File: src/rtl/pi_mul_sequencer.sv
// pi_mul_sequencer
//   Control stage of the PI controller. It accepts one signed error sample,
//   time-multiplexes an external 32x32 signed multiplier for Kp*err and
//   Ki*err, scales both products by FRAC, updates a clamped integrator and
//   emits a saturated 32-bit control output.
//
// Ports
//   clk, rst        : clock (rising edge), synchronous active-high reset
//   err_in/err_valid: error sample handshake in; err_ready high only in IDLE
//   kp, ki          : signed Q(32-FRAC).FRAC gains, sampled on accept
//   clr_int         : synchronous integrator clear (any state)
//   mul_a, mul_b    : registered multiplier operands
//   mul_result      : signed 64-bit product, stable MUL_LAT cycles after operands
//   u_out, u_valid  : registered control output and one-cycle update pulse
//   sat_flag        : last update was clamped
//   busy            : not in IDLE
module pi_mul_sequencer #(
    parameter int                 MUL_LAT = 2,
    parameter int                 FRAC    = 16,
    parameter logic signed [31:0] OUT_MAX = 32'sh7FFF_FFFF,
    parameter logic signed [31:0] OUT_MIN = -32'sh7FFF_FFFF
) (
    input  logic               clk,
    input  logic               rst,
    input  logic signed [31:0] err_in,
    input  logic               err_valid,
    output logic               err_ready,
    input  logic signed [31:0] kp,
    input  logic signed [31:0] ki,
    input  logic               clr_int,
    output logic signed [31:0] mul_a,
    output logic signed [31:0] mul_b,
    input  logic signed [63:0] mul_result,
    output logic signed [31:0] u_out,
    output logic               u_valid,
    output logic               sat_flag,
    output logic               busy
);

    typedef enum logic [2:0] {
        IDLE  = 3'd0,
        P_MUL = 3'd1,
        I_MUL = 3'd2,
        SUM   = 3'd3,
        OUT   = 3'd4
    } state_t;

    localparam int CW = $clog2(MUL_LAT + 2);
    localparam logic signed [33:0] MAX34 = 34'(OUT_MAX);
    localparam logic signed [33:0] MIN34 = 34'(OUT_MIN);

    state_t state, state_nxt;

    logic [CW-1:0]      cnt;
    logic               mul_last;
    logic signed [31:0] ki_r;
    logic signed [31:0] p_term;
    logic signed [31:0] i_term;
    logic signed [31:0] integ;

    logic signed [63:0] prod_sh;
    logic signed [31:0] prod_sat;
    logic signed [33:0] integ_sum;
    logic signed [31:0] integ_new;
    logic               integ_clamped;
    logic signed [33:0] out_sum;
    logic signed [31:0] out_new;
    logic               out_clamped;

    // The multiplier only covers +/-(2^31-1), so the most negative value is
    // nudged by one LSB.
    function automatic logic signed [31:0] fix_min(input logic signed [31:0] v);
        return (v == 32'sh8000_0000) ? 32'sh8000_0001 : v;
    endfunction

    function automatic logic signed [31:0] clamp34(input logic signed [33:0] v);
        if (v > MAX34)
            return OUT_MAX;
        else if (v < MIN34)
            return OUT_MIN;
        else
            return v[31:0];
    endfunction

    assign mul_last = (cnt == CW'(MUL_LAT));

    // ------------------------------------------------------------------
    // State register
    // ------------------------------------------------------------------
    always_ff @(posedge clk) begin
        if (rst)
            state <= IDLE;
        else
            state <= state_nxt;
    end

    // ------------------------------------------------------------------
    // Next-state logic
    // ------------------------------------------------------------------
    always_comb begin
        state_nxt = state;
        unique case (state)
            IDLE:    if (err_valid) state_nxt = P_MUL;
            P_MUL:   if (mul_last)  state_nxt = I_MUL;
            I_MUL:   if (mul_last)  state_nxt = SUM;
            SUM:     state_nxt = OUT;
            OUT:     state_nxt = IDLE;
            default: state_nxt = IDLE;
        endcase
    end

    // ------------------------------------------------------------------
    // State-decoded outputs
    // ------------------------------------------------------------------
    always_comb begin
        err_ready = (state == IDLE);
        busy      = (state != IDLE);
    end

    // ------------------------------------------------------------------
    // Datapath arithmetic
    // ------------------------------------------------------------------
    always_comb begin
        prod_sh = mul_result >>> FRAC;
        if (prod_sh > 64'sh0000_0000_7FFF_FFFF)
            prod_sat = 32'sh7FFF_FFFF;
        else if (prod_sh < -64'sh0000_0000_8000_0000)
            prod_sat = 32'sh8000_0000;
        else
            prod_sat = prod_sh[31:0];

        integ_sum = 34'(integ) + 34'(i_term);
        if (clr_int) begin
            integ_new     = '0;
            integ_clamped = 1'b0;
        end else begin
            integ_new     = clamp34(integ_sum);
            integ_clamped = (integ_sum > MAX34) || (integ_sum < MIN34);
        end

        out_sum     = 34'(p_term) + 34'(integ_new);
        out_new     = clamp34(out_sum);
        out_clamped = (out_sum > MAX34) || (out_sum < MIN34);
    end

    // ------------------------------------------------------------------
    // Datapath registers
    // ------------------------------------------------------------------
    always_ff @(posedge clk) begin
        if (rst) begin
            cnt      <= '0;
            ki_r     <= '0;
            mul_a    <= '0;
            mul_b    <= '0;
            p_term   <= '0;
            i_term   <= '0;
            integ    <= '0;
            u_out    <= '0;
            u_valid  <= 1'b0;
            sat_flag <= 1'b0;
        end else begin
            u_valid <= 1'b0;
            unique case (state)
                IDLE: begin
                    cnt <= '0;
                    if (err_valid) begin
                        mul_a <= fix_min(err_in);
                        mul_b <= fix_min(kp);
                        ki_r  <= fix_min(ki);
                    end
                end
                P_MUL: begin
                    cnt <= cnt + CW'(1);
                    if (mul_last) begin
                        p_term <= prod_sat;
                        mul_b  <= ki_r;
                        cnt    <= '0;
                    end
                end
                I_MUL: begin
                    cnt <= cnt + CW'(1);
                    if (mul_last) begin
                        i_term <= prod_sat;
                        mul_a  <= '0;
                        mul_b  <= '0;
                        cnt    <= '0;
                    end
                end
                SUM: begin
                    // Output is registered here so it is visible during OUT.
                    // The flag also covers integrator clamping, which is what
                    // holds u_out at the rail under anti-windup.
                    integ    <= integ_new;
                    u_out    <= out_new;
                    u_valid  <= 1'b1;
                    sat_flag <= out_clamped || integ_clamped;
                end
                OUT: begin
                    cnt <= '0;
                end
                default: begin
                    cnt <= '0;
                end
            endcase
            if (clr_int)
                integ <= '0;
        end
    end

endmodule
File: config.mk
export PLATFORM = sky130hd
export DESIGN_NAME = pi_mul_sequencer
export DESIGN_NICKNAME = d
export VERILOG_FILES = /design/src/rtl/pi_mul_sequencer.sv
export SDC_FILE = /design/constraint.sdc
export NUM_CORES = 1
export LEC_CHECK = 0
export ABC_CLOCK_PERIOD_IN_PS = 11600
export BUFFER_PORTS_ARGS = -buffer_cell sky130_fd_sc_hd__buf_2
export CORE_MARGIN = 2
export CORE_UTILIZATION = 35
export DETAILED_ROUTE_END_ITERATION = 7
export HOLD_SLACK_MARGIN = 0.02
export SLEW_MARGIN = 0
export SYNTH_ARGS = -nofsm -noshare
export SYNTH_HDL_FRONTEND = slang
export SYNTH_SLANG_ARGS = --single-unit
File: constraint.sdc
create_clock -name clk -period 11.6 [get_ports clk]
set_input_delay 2.32 -clock clk [delete_from_list [all_inputs] [get_ports clk]]
set_output_delay 2.32 -clock clk [all_outputs]
set_load 0.1 [all_outputs]
-- Word level (Yosys, flattened, before mapping)
Index checks and enable logic that the tools add are counted.
- register bits: 231
- logic and storage cells: 69
- order comparisons: 6
- $add $sub $neg: 3
- equality and inequality tests: 10
- muxes and demuxes: 24
- reduce and logical (&&, ||, !) cells: 15
- operator list (kind ; count):
    two-way mux 32 bit ; 14
    equality test 32 bit, second input constant ; 3
    one-hot mux 32 bit (3 select lines) ; 1
    adder 32 x 32 -> 33 bit ; 2
    > comparator 33 x 32 -> 1 bit, second input constant ; 2
    less-than comparator 33 x 32 -> 1 bit, second input constant ; 2
    one-hot mux 32 bit (2 select lines) ; 1
    > comparator 48 x 32 -> 1 bit, second input constant ; 1
    less-than comparator 48 x 32 -> 1 bit, second input constant ; 1
    one-hot mux 3 bit (4 select lines) ; 1
    two-way mux 3 bit ; 3
    equality test 3 x 2 -> 1 bit, second input constant ; 2
    != test 2 bit, second input constant ; 3
    AND reduction 2 bit ; 3
    AND reduction 3 bit ; 2
    nonzero test 3 bit ; 2
    one-hot mux 2 bit (2 select lines) ; 1
    AND reduction 4 bit ; 1
    OR reduction 2 bit ; 2
    equality test 3 x 1 -> 1 bit, second input constant ; 1
    logical NOT 3 bit ; 1
    logical OR 1 bit ; 3
    adder 2 x 1 -> 2 bit, second input constant ; 1
    equality test 2 bit, second input constant ; 1
    other kinds (3) ; 4

-- Depth between registers and ports, before layout
Gate-level depths: netlist of the first run.
- depth in word-level cells: 9
- gate-level depth with buffers: 28
- depth with buffers taken out: 26

-- Least setup slack after synthesis of the first run
Ideal clock, no wire load.
- kind: reg2out
- from: register state[1]
- to: output busy
- arrival time: 3953 ps
- data required time: 9280 ps
- cell stages (with the launch flop): 4
- path slack: 5327 ps
- path through: dfxtp_1 clkbuf_1 nor3_1 inv_1
- longest elaborated chain between the ends: 1
- RTL lines (element ; RTL line ; text):
    start, declared ; 52 ; state_t state, state_nxt;
    start signal, assigned ; 94 ; state <= state_nxt;
    nonzero test 3 bit ; 117 ; busy = (state != IDLE);
    end, declared ; 37 ; output logic busy
Every way passes these cells.

-- Worst setup path after layout of the first run
- from: register integ[0]
- to: register u_out[0]
- longest elaborated chain between the ends: 9
- RTL lines (element ; RTL line ; text):
    start, declared ; 59 ; logic signed [31:0] integ;
    start signal, assigned ; 193 ; integ <= integ_new;
    adder 32 x 32 -> 33 bit (*) ; 132 ; integ_sum = 34'(integ) + 34'(i_term);
    less-than comparator 33 x 32 -> 1 bit ; 79 ; else if (v < MIN34)
    two-way mux 32 bit ; 79 ;
    two-way mux 32 bit (*) ; 77 ; if (v > MAX34)
    two-way mux 32 bit (*) ; 133 ; if (clr_int) begin
    named net integ_new[9] ; 64 ; logic signed [31:0] integ_new;
    adder 32 x 32 -> 33 bit (*) ; 141 ; out_sum = 34'(p_term) + 34'(integ_new);
    less-than comparator 33 x 32 -> 1 bit ; 79 ;
    two-way mux 32 bit ; 79 ;
    two-way mux 32 bit (*) ; 77 ;
    end signal, assigned ; 194 ; u_out <= out_new;
    end, declared ; 34 ; output logic signed [31:0] u_out,
The timed path passes the listed nets; every way through them passes the cells marked *.
A chain may end at the register's enable or synchronous reset.

==> results of run 1 <==
-- cell usage after synthesis (21+ instances only) --
master	n	share of area, %
sky130_fd_sc_hd__a211oi_1	120	6.9
sky130_fd_sc_hd__a21oi_1	178	6.8
sky130_fd_sc_hd__a22oi_1	64	3.7
sky130_fd_sc_hd__clkbuf_1	95	2.7
sky130_fd_sc_hd__dfxtp_1	231	35
sky130_fd_sc_hd__ha_1	64	6.1
sky130_fd_sc_hd__inv_1	21	0.60
sky130_fd_sc_hd__nand2_1	160	4.6
sky130_fd_sc_hd__nand4_1	32	1.5
sky130_fd_sc_hd__nor2_1	243	7.0
sky130_fd_sc_hd__nor3_1	27	1.0
sky130_fd_sc_hd__nor4_1	33	1.6
sky130_fd_sc_hd__o21ai_0	44	1.7
sky130_fd_sc_hd__xor2_1	22	1.5
-- state kept, by name, summed over array words and instances, names as in the netlist --
register / cells
integ: 32
mul_b: 32
sat_flag: 1
u_valid: 1
mul_a: 32
u_out: 32
cnt: 2
p_term: 32
state: 3
ki_r: 32
i_term: 32
-- how the worst max path moves through the flow --
stage	slack [ps]	cells past startpoint	to
after floorplan	5330	3	busy
after global placement	3690	23	u_out[16]
after detailed placement	3540	24	sat_flag
after CTS	3530	24	sat_flag
after global routing	2690	24	u_out[11]
final	3370	24	u_out[0]
-- final cells by class --
| type | count | share of cell area, % |
|---|---|---|
| inverters | 22 | 0.532 |
| diodes | 2 | 0.0323 |
| multi-input cells | 1297 | 51.6 |
| clock inverters | 11 | 0.701 |
| clock buffers | 38 | 4.75 |
| repair buffers | 263 | 8.78 |
| well taps | 468 | 3.77 |
| flip-flops and latches | 231 | 29.8 |
-- power groups by stage --
stage | Combinational (W) | Sequential, W | Clock [W]
3_5_place_dp | 0.000295 | 0.000849 | 0
5_1_grt | 0.000312 | 0.000835 | 0.000879
4_1_cts | 0.000295 | 0.000833 | 0.000846
6_report | 0.000294 | 0.000833 | 0.000827
3_3_place_gp | 0.000293 | 0.000849 | 0
2_1_floorplan | 0.0000911 | 0.000968 | 0
-- critical path: stages, from the launching register on --
cell                        delay, ps
sky130_fd_sc_hd__dfxtp_1          330
sky130_fd_sc_hd__ha_1             180
sky130_fd_sc_hd__inv_1             60
sky130_fd_sc_hd__fa_1             390
sky130_fd_sc_hd__nand2b_1         190
sky130_fd_sc_hd__a211oi_2         530
sky130_fd_sc_hd__o21a_1           290
sky130_fd_sc_hd__nor2_1            90
sky130_fd_sc_hd__xor2_1           390
sky130_fd_sc_hd__o2111ai_1        250
sky130_fd_sc_hd__nor4_1           540
sky130_fd_sc_hd__nand4_2          390
sky130_fd_sc_hd__nand2_1          970
sky130_fd_sc_hd__nor2_1           180
sky130_fd_sc_hd__ha_1             430
sky130_fd_sc_hd__a211oi_1         360
sky130_fd_sc_hd__o21ai_1          120
sky130_fd_sc_hd__o21ai_1          300
sky130_fd_sc_hd__a21oi_1          160
sky130_fd_sc_hd__o21ai_0          250
sky130_fd_sc_hd__a22o_1           340
sky130_fd_sc_hd__inv_2            110
sky130_fd_sc_hd__or4_1            540
sky130_fd_sc_hd__o211ai_1         490
sky130_fd_sc_hd__o221a_2          290
-- per-layer routing --
metal / vias up / GRT usage [%]
met1: 6250 / 28.5
met3: 69 / 4.34
met4: 4 / 5.99
met2: 452 / 36.7
li1: 6543 / -
met5: - / 0
-- cell families (layout without fill, tap and decap cells) --
family / after synthesis / count (layout)
flops: 231 / 231
other cells: 0 / 2
xor+xnor: 42 / 42
compound gates: 579 / 579
simple gates: 599 / 599
buf+inv: 137 / 334
fa+ha+maj: 72 / 72
mux: 5 / 5
-- through the flow --
stage                     power [W]  cells  hold slack [ps]
after floorplan             0.00106   1665              429
after global placement      0.00114   2281              437
after detailed placement    0.00114   2281              445
after CTS                   0.00197   2330              454
after global routing        0.00203   2331              468
final                       0.00195   2332              452
==> results.md, run 1 <==
- The estimated wirelength of the detail-placed design is 33300 microns.
- The CTS root buffer is sky130_fd_sc_hd__clkbuf_16.
- The global placer's final weighted congestion is 0.874.
- In this run the critical register-to-register path is captured at u_out[0].
- Of the total power, the share spent switching nets is 30.7%.
- Relative to the synthesized area, the layout overhead comes to 18.2%.
- Per report_power, the combinational group accounts for 15.1% of the total.
- The total cell area at the placement stage is 0.0147 sq mm.
- The TritonCTS clock tree is done.
- Cell internal power was estimated by the tool at 0.00135 W.
- The count of synthesis-stage warnings from yosys is 0.
- The average wire per standard cell is 18.9 microns.
- Once detail routing completed, the nets flagged for antenna violations numbered 0.
- The post-synthesis net count is 1895.
- The finished cells cover 0.0155 sq mm.
- The number of setup buffers added after CTS is 0.
- The die outline area is 0.0391 sq mm.
- The share of synthesized area occupied by flip-flops and latches is 35.2%.
- For this run, the post-layout net count is 2072.
- The first global-routing pass estimated 68300 microns of wire.
- The first routing iteration left 809 violations.
- The most used flip-flop cell after synthesis is sky130_fd_sc_hd__dfxtp_1.
- By area, the combinational part of the netlist is dominated by compound AO/OA/AOI/OAI gates.
- The total overflow reported by the global router is 0.
- The floorplan step defined a core boundary enclosing 0.0368 sq mm.
- The latest clock arrival within the worst-skew pair is 560 ps.
- In the synthesized netlist the async set-or-reset flop fraction comes to 0%.
- The startpoint identified for the worst register-to-register timing path is integ[0].
- The number of H-tree levels is 1.
- The largest voltage drop on the vdd net is 0.000100 V.
- Clock-pin slew was measured on the worst setup and hold paths at 60 ps.
- Of the total power, registers draw 42.6%.
- Power spread over the standard cell area amounts to 126 mW/mm^2.
- Summing the areas of all compound-gate instances in the mapped netlist gives 29.5% of the synthesized area.
- The pre-antenna-repair detailed-routing pass consisted of 5 iterations.
- The post-layout utilization of the core is 42.2%.
- The final count of negative-setup-slack endpoints is 0.
- The total length of routed met2 wires is 20400 microns.
- The worst clock skew on the final layout is 21.7 ps.
- The number of synthesized flops with an enable pin is 0.
- The maximum net fanout on the critical path is 32.
- In the final timing run, aggregate negative setup slack is 0 ps.
- The final max-slew violation count came to 0.
- The number of distinct standard cells referenced by the synthesized netlist is 83.
- The number of placement rows is 70.
- The wire length after detailed routing is 44000 microns.
- The worst setup path is captured at a register.
- The number of fill cells is 3838.
- Measured along the x axis, the die boundary spans 198 microns.
- The start-to-end type of the worst setup path is reg2reg.
- Data on the critical path arrives at its endpoint at 8720 ps.
- The net switching component of the power is 0.000600 W.
- The worst path setup slack after routing is 3370 ps.
- The highest routed metal layer is met5.
- The total count of hold-check failures in the final report is 0.
- After synthesis, the share of cell area in mux cells is 0.391%.
- The library cells used most frequently in the layout, excluding fill and tap cells, are sky130_fd_sc_hd__buf_2 (246), sky130_fd_sc_hd__nor2_1 (238), sky130_fd_sc_hd__dfxtp_1 (231).
- The detailed router put a total of 19400 microns of wire on met1.
- Global routing consumed, over all layers together, 21.8% of the routing resources.
- The DRC violation count after routing is 0.
- The post-route clock period utilization is 70.9%.
- The run finished with clean final reports.
- Before CTS, the worst setup slack after placement is 3540 ps.
- The sequential cell area is 0.00462 sq mm.
- The data required time of the worst path is 12100 ps.
- The synthesized netlist devotes 6.86% of its cell area to adder and majority cells.
- The worst hold-check path type is reg2reg.
- Summing the areas of all and, or, nand and nor instances in the mapped netlist gives 21.1% of the synthesized area.
- The number of input and output port buffers inserted is 247.
- Buffers inserted to repair hold after CTS numbered 0.
- The synthesized instance count is 1665.
- The number of antenna violations at the first check in global routing is 4.
- The fmax is 122 MHz.
- The leakage power figure is 6.41 nW.
- The launch point of the critical path is integ[0].
- A synthesized cell averages 7.88 sq um.
- The floorplan step set the die height to 198 microns.
- The routed design uses 3050 microns of met3 wire.
- The sort of element at the start of the critical path is a register.
- The minimum clock period is 8230 ps.
- The slew at the pin closest to its max-slew limit is 1180 ps.
- The share of post-route cells with drive strength above 1 is 18.0%.
- Measured against its own limit, the worst slew margin works out to 21.4%.
- The boundary pin count is 264.
- The via count of the first global-routing pass is 12500.
- TritonCTS created 27 clock buffers.
- The TritonCTS sink count is 231.
- The cell area that synthesis handed to floorplanning was 0.0131 sq mm.
- The initial utilization of the core area, before any placement, comes to 35.7%.
- Across all layers, the routed design uses 13300 vias.
- The max-cap violation count is 0.
- Using the TritonRoute via totals, the vias-per-cell ratio works out to 5.71.
- Entering global routing, the biggest net connects 104 pins.
- Setup repair after global routing left no endpoint under its margin.
- The library cell used most frequently in the layout, excluding fill and tap cells, is sky130_fd_sc_hd__buf_2.
- The area of the multi-input gates is 0.00801 sq mm.
- The relative contribution of the clock network to total power is 42.3%.
- The hold path startpoint is ki_r[28].
- The synthesized netlist devotes 2.86% of its cell area to XOR and XNOR gates.
- The endpoint of the worst hold-timing path is ki_r[28].
- The post-synthesis register bit count is 231.
- The clock passes through at most 3 buffers.
- Counting instances, the worst hold path has a depth of 2.
- The post-cts repair resize count is 0.
- For the worst flop-to-flop path, the logic depth is 24.
- The setup slack of the worst register-to-register path is 3370 ps.
Power figures use the tool's default switching activity.
==> run 2: changes to the inputs <==
ABC_CLOCK_PERIOD_IN_PS = 6800   (was 11600)
clock period = 6.8 ns   (was 11.6 ns; I/O delays follow)
==> run 2 against run 1 <==
Net effect:
- first-iteration DRC count increased by 27%
- via count is 4.8% higher
- power rose by 81%
- wire length up 3.9%
- largest cell class unchanged
- largest power group is now clock
- critical endpoint is now u_out[13]
==> results.md, run 2 (synthesis results as in run 1) <==
- The setup slack after placement is 27.1 ps.
- At the worst endpoint, the required time is 7230 ps.
- The minimum clock period is 6680 ps.
- Leaving out fill and tap cells, the most frequent cell in the layout is sky130_fd_sc_hd__buf_2.
- The detailed-route via count is 14000.
- The vertical die dimension is 198 microns.
- Together, buffers and inverters on the worst path number 5.
- In the final design database the tool counted 2251 nets.
- The count of inserted antenna diode cells is 0.
- The maximum net fanout on the critical path is 12.
- After detailed routing, the average wire length per cell comes to 18.2 microns.
- The clock transition at the registers of the reported paths is 60 ps.
- The floorplan has 70 rows.
- CTS built an H-tree with a depth of 1.
- The kind of cell with the highest combined delay on the critical path is compound AO/OA/AOI/OAI gates.
- The area growth from synthesis to layout is 30.8%.
- Power spread over the standard cell area amounts to 206 mW/mm^2.
- Net switching is 28.9% of the power.
- The worst clock skew on the final layout is 26.2 ps.
- The latest clock arrival within the worst-skew pair is 570 ps.
- The number of buffers added to fix hold violations after cts is 0.
- Static timing analysis puts the maximum clock frequency at 150 MHz.
- The final antenna-violating net count is 0.
- In the routed design, unresolved DRC markers number 0.
- The CTS root buffer is sky130_fd_sc_hd__clkbuf_16.
- The top cell types in the final layout, fill and taps aside, are sky130_fd_sc_hd__buf_2 (246), sky130_fd_sc_hd__nor2_1 (238), sky130_fd_sc_hd__dfxtp_1 (231).
- Setup violations remaining at the end of the flow were counted as 0.
- The via count of the first global-routing pass is 13500.
- The wire length after detailed routing is 45700 microns.
- The width of the chip is 198 microns.
- On the final layout, the worst hold slack is 453 ps.
- The number of antenna violations at the first check in global routing came to 4.
- Summed over all layers, the global routing overflow is 0.
- The post-route clock period utilization is 98.3%.
- The largest single stage delay on the critical path is 510 ps.
- Measured against its own limit, the worst slew margin works out to 29.7%.
- The final max-slew violation count is 0.
- The largest voltage drop on the vdd net is 0.000171 V.
- The area of the core is 0.0368 sq mm.
- The slowest cell on the critical path is sky130_fd_sc_hd__a2111o_1.
- The cell count after placement is 2454.
- In this run the count of I/O pins placed on the die edge is 264.
- The number of CTS-inserted buffers is 26.
- For the worst setup path, the data arrival time is 7110 ps.
- Detailed placement finished with a half-perimeter wire length of 35000 microns.
- The internal power of the cells is 0.00252 W.
- The tightest min-delay check is of the reg2reg type.
- The share of post-route cells with drive strength above 1 is 26.4%.
- At the end of routability-driven placement, the weighted congestion stood at 0.875.
- Counting every sink on the clock net gives 231.
- The sort of element at the start of the critical path is a register.
- The TritonCTS clock tree is done.
- The worst setup path is captured at a register.
- The number of iterations in the first detailed-routing pass is 5.
- Per report_power, the clock group accounts for 45.3% of the total.
- Entering global routing, the biggest net connects 92 pins.
- The initial utilization of the core area, before any placement, comes to 35.7%.
- In this run the tool buffered the top-level ports with 247 buffer cells.
- The filler-free cell count of the finished design is 2506.
- The total count of hold-check failures in the final report is 0.
- Counting stages on the worst path, the most repeated cell is sky130_fd_sc_hd__buf_4.
- The die outline area is 0.0391 sq mm.
- The max-cap violation count is 0.
- The worst path setup slack after routing is 116 ps.
- The global-route total usage across every layer is 22.8%.
- The longest clock path from root to sink contains 3 buffers.
- Using the TritonRoute via totals, the vias-per-cell ratio works out to 5.57.
- The detailed router finished its first iteration with 1031 violations.
- The run finished with clean final reports.
- The wire length of the first global-routing pass is 71400 microns.
- The leakage power figure is 7.39 nW.
- The worst setup path is of the reg2reg kind.
- The net switching component of the power is 0.00102 W.
- Of the total power, registers draw 40.1%.
- The slew at the pin closest to its max-slew limit is 1050 ps.
- The fraction of power consumed by combinational cells is 14.5%.
[run 2: cell count changes in the layout (fill, tap and decap cells not counted), sizes merged]
cell,delta
bufinv,+5
clkbuf,-4
buf,+179
inv,-2
diode,-2
clkinv,-3
clkinvlp,+1
[run 2: power groups by stage]
stage          Clock [W]  Combinational, W  Sequential (W)
3_3_place_gp           0          0.000507         0.00145
5_1_grt          0.00168          0.000545         0.00142
3_5_place_dp           0          0.000510         0.00145
4_1_cts          0.00164          0.000511         0.00142
6_report         0.00160          0.000514         0.00142
2_1_floorplan          0          0.000155         0.00165
[run 2: timing repair]
item / 4_1_cts / 5_1_grt
endpoints found under the hold margin: 0 / 0
cloned: 0 / 1
pin swaps: 0 / 12
gates resized for setup: 1 / 26
endpoints found under the setup margin: 24 / 28
setup buffers: 0 / 6
[run 2: metrics by stage]
stage | util, % | area [sq um] | setup TNS (ps) | total power (W)
final | 46.7 | 17200 | 0 | 0.00354
after global placement | 43.4 | 16000 | 0 | 0.00196
after detailed placement | 43.4 | 16000 | 0 | 0.00196
after floorplan | - | 13100 | 0 | 0.00181
after global routing | 46.7 | 17200 | -1120 | 0.00365
after CTS | 46.1 | 17000 | 0 | 0.00357
[run 2: cell type report]
| type | count | area (sq um) |
|---|---|---|
| Clock buffer | 33 | 737 |
| Multi-Input combinational cell | 1297 | 8140 |
| Inverter | 22 | 82.6 |
| Timing Repair Buffer | 443 | 2740 |
| Fill cell | 3684 | 19600 |
| Sequential cell | 231 | 4620 |
| Clock inverter | 12 | 248 |
| Tap cell | 468 | 586 |
[run 2: tightest hold or removal path: stages, from the launching register on]
cell and delay, ps:
sky130_fd_sc_hd__dfxtp_1 310, sky130_fd_sc_hd__nand2_1 50, sky130_fd_sc_hd__a21oi_1 50
[run 2: layer usage]
layer,wire [microns],global-route usage (%)
met2,21100,38.0
met3,3110,4.68
met1,19900,29.3
met5,36,0
met4,1560,7.55
[run 2: path summary, 6_finish.rpt]
kind | cells after the start | end | slack, ps | startpoint
setup / recovery | 27 | u_out[13] | 120 | i_term[1]
hold / removal | 2 | ki_r[17] | 450 | ki_r[17]
setup reg to reg | 27 | u_out[13] | 120 | i_term[1]
hold reg to reg | 2 | ki_r[17] | 450 | ki_r[17]
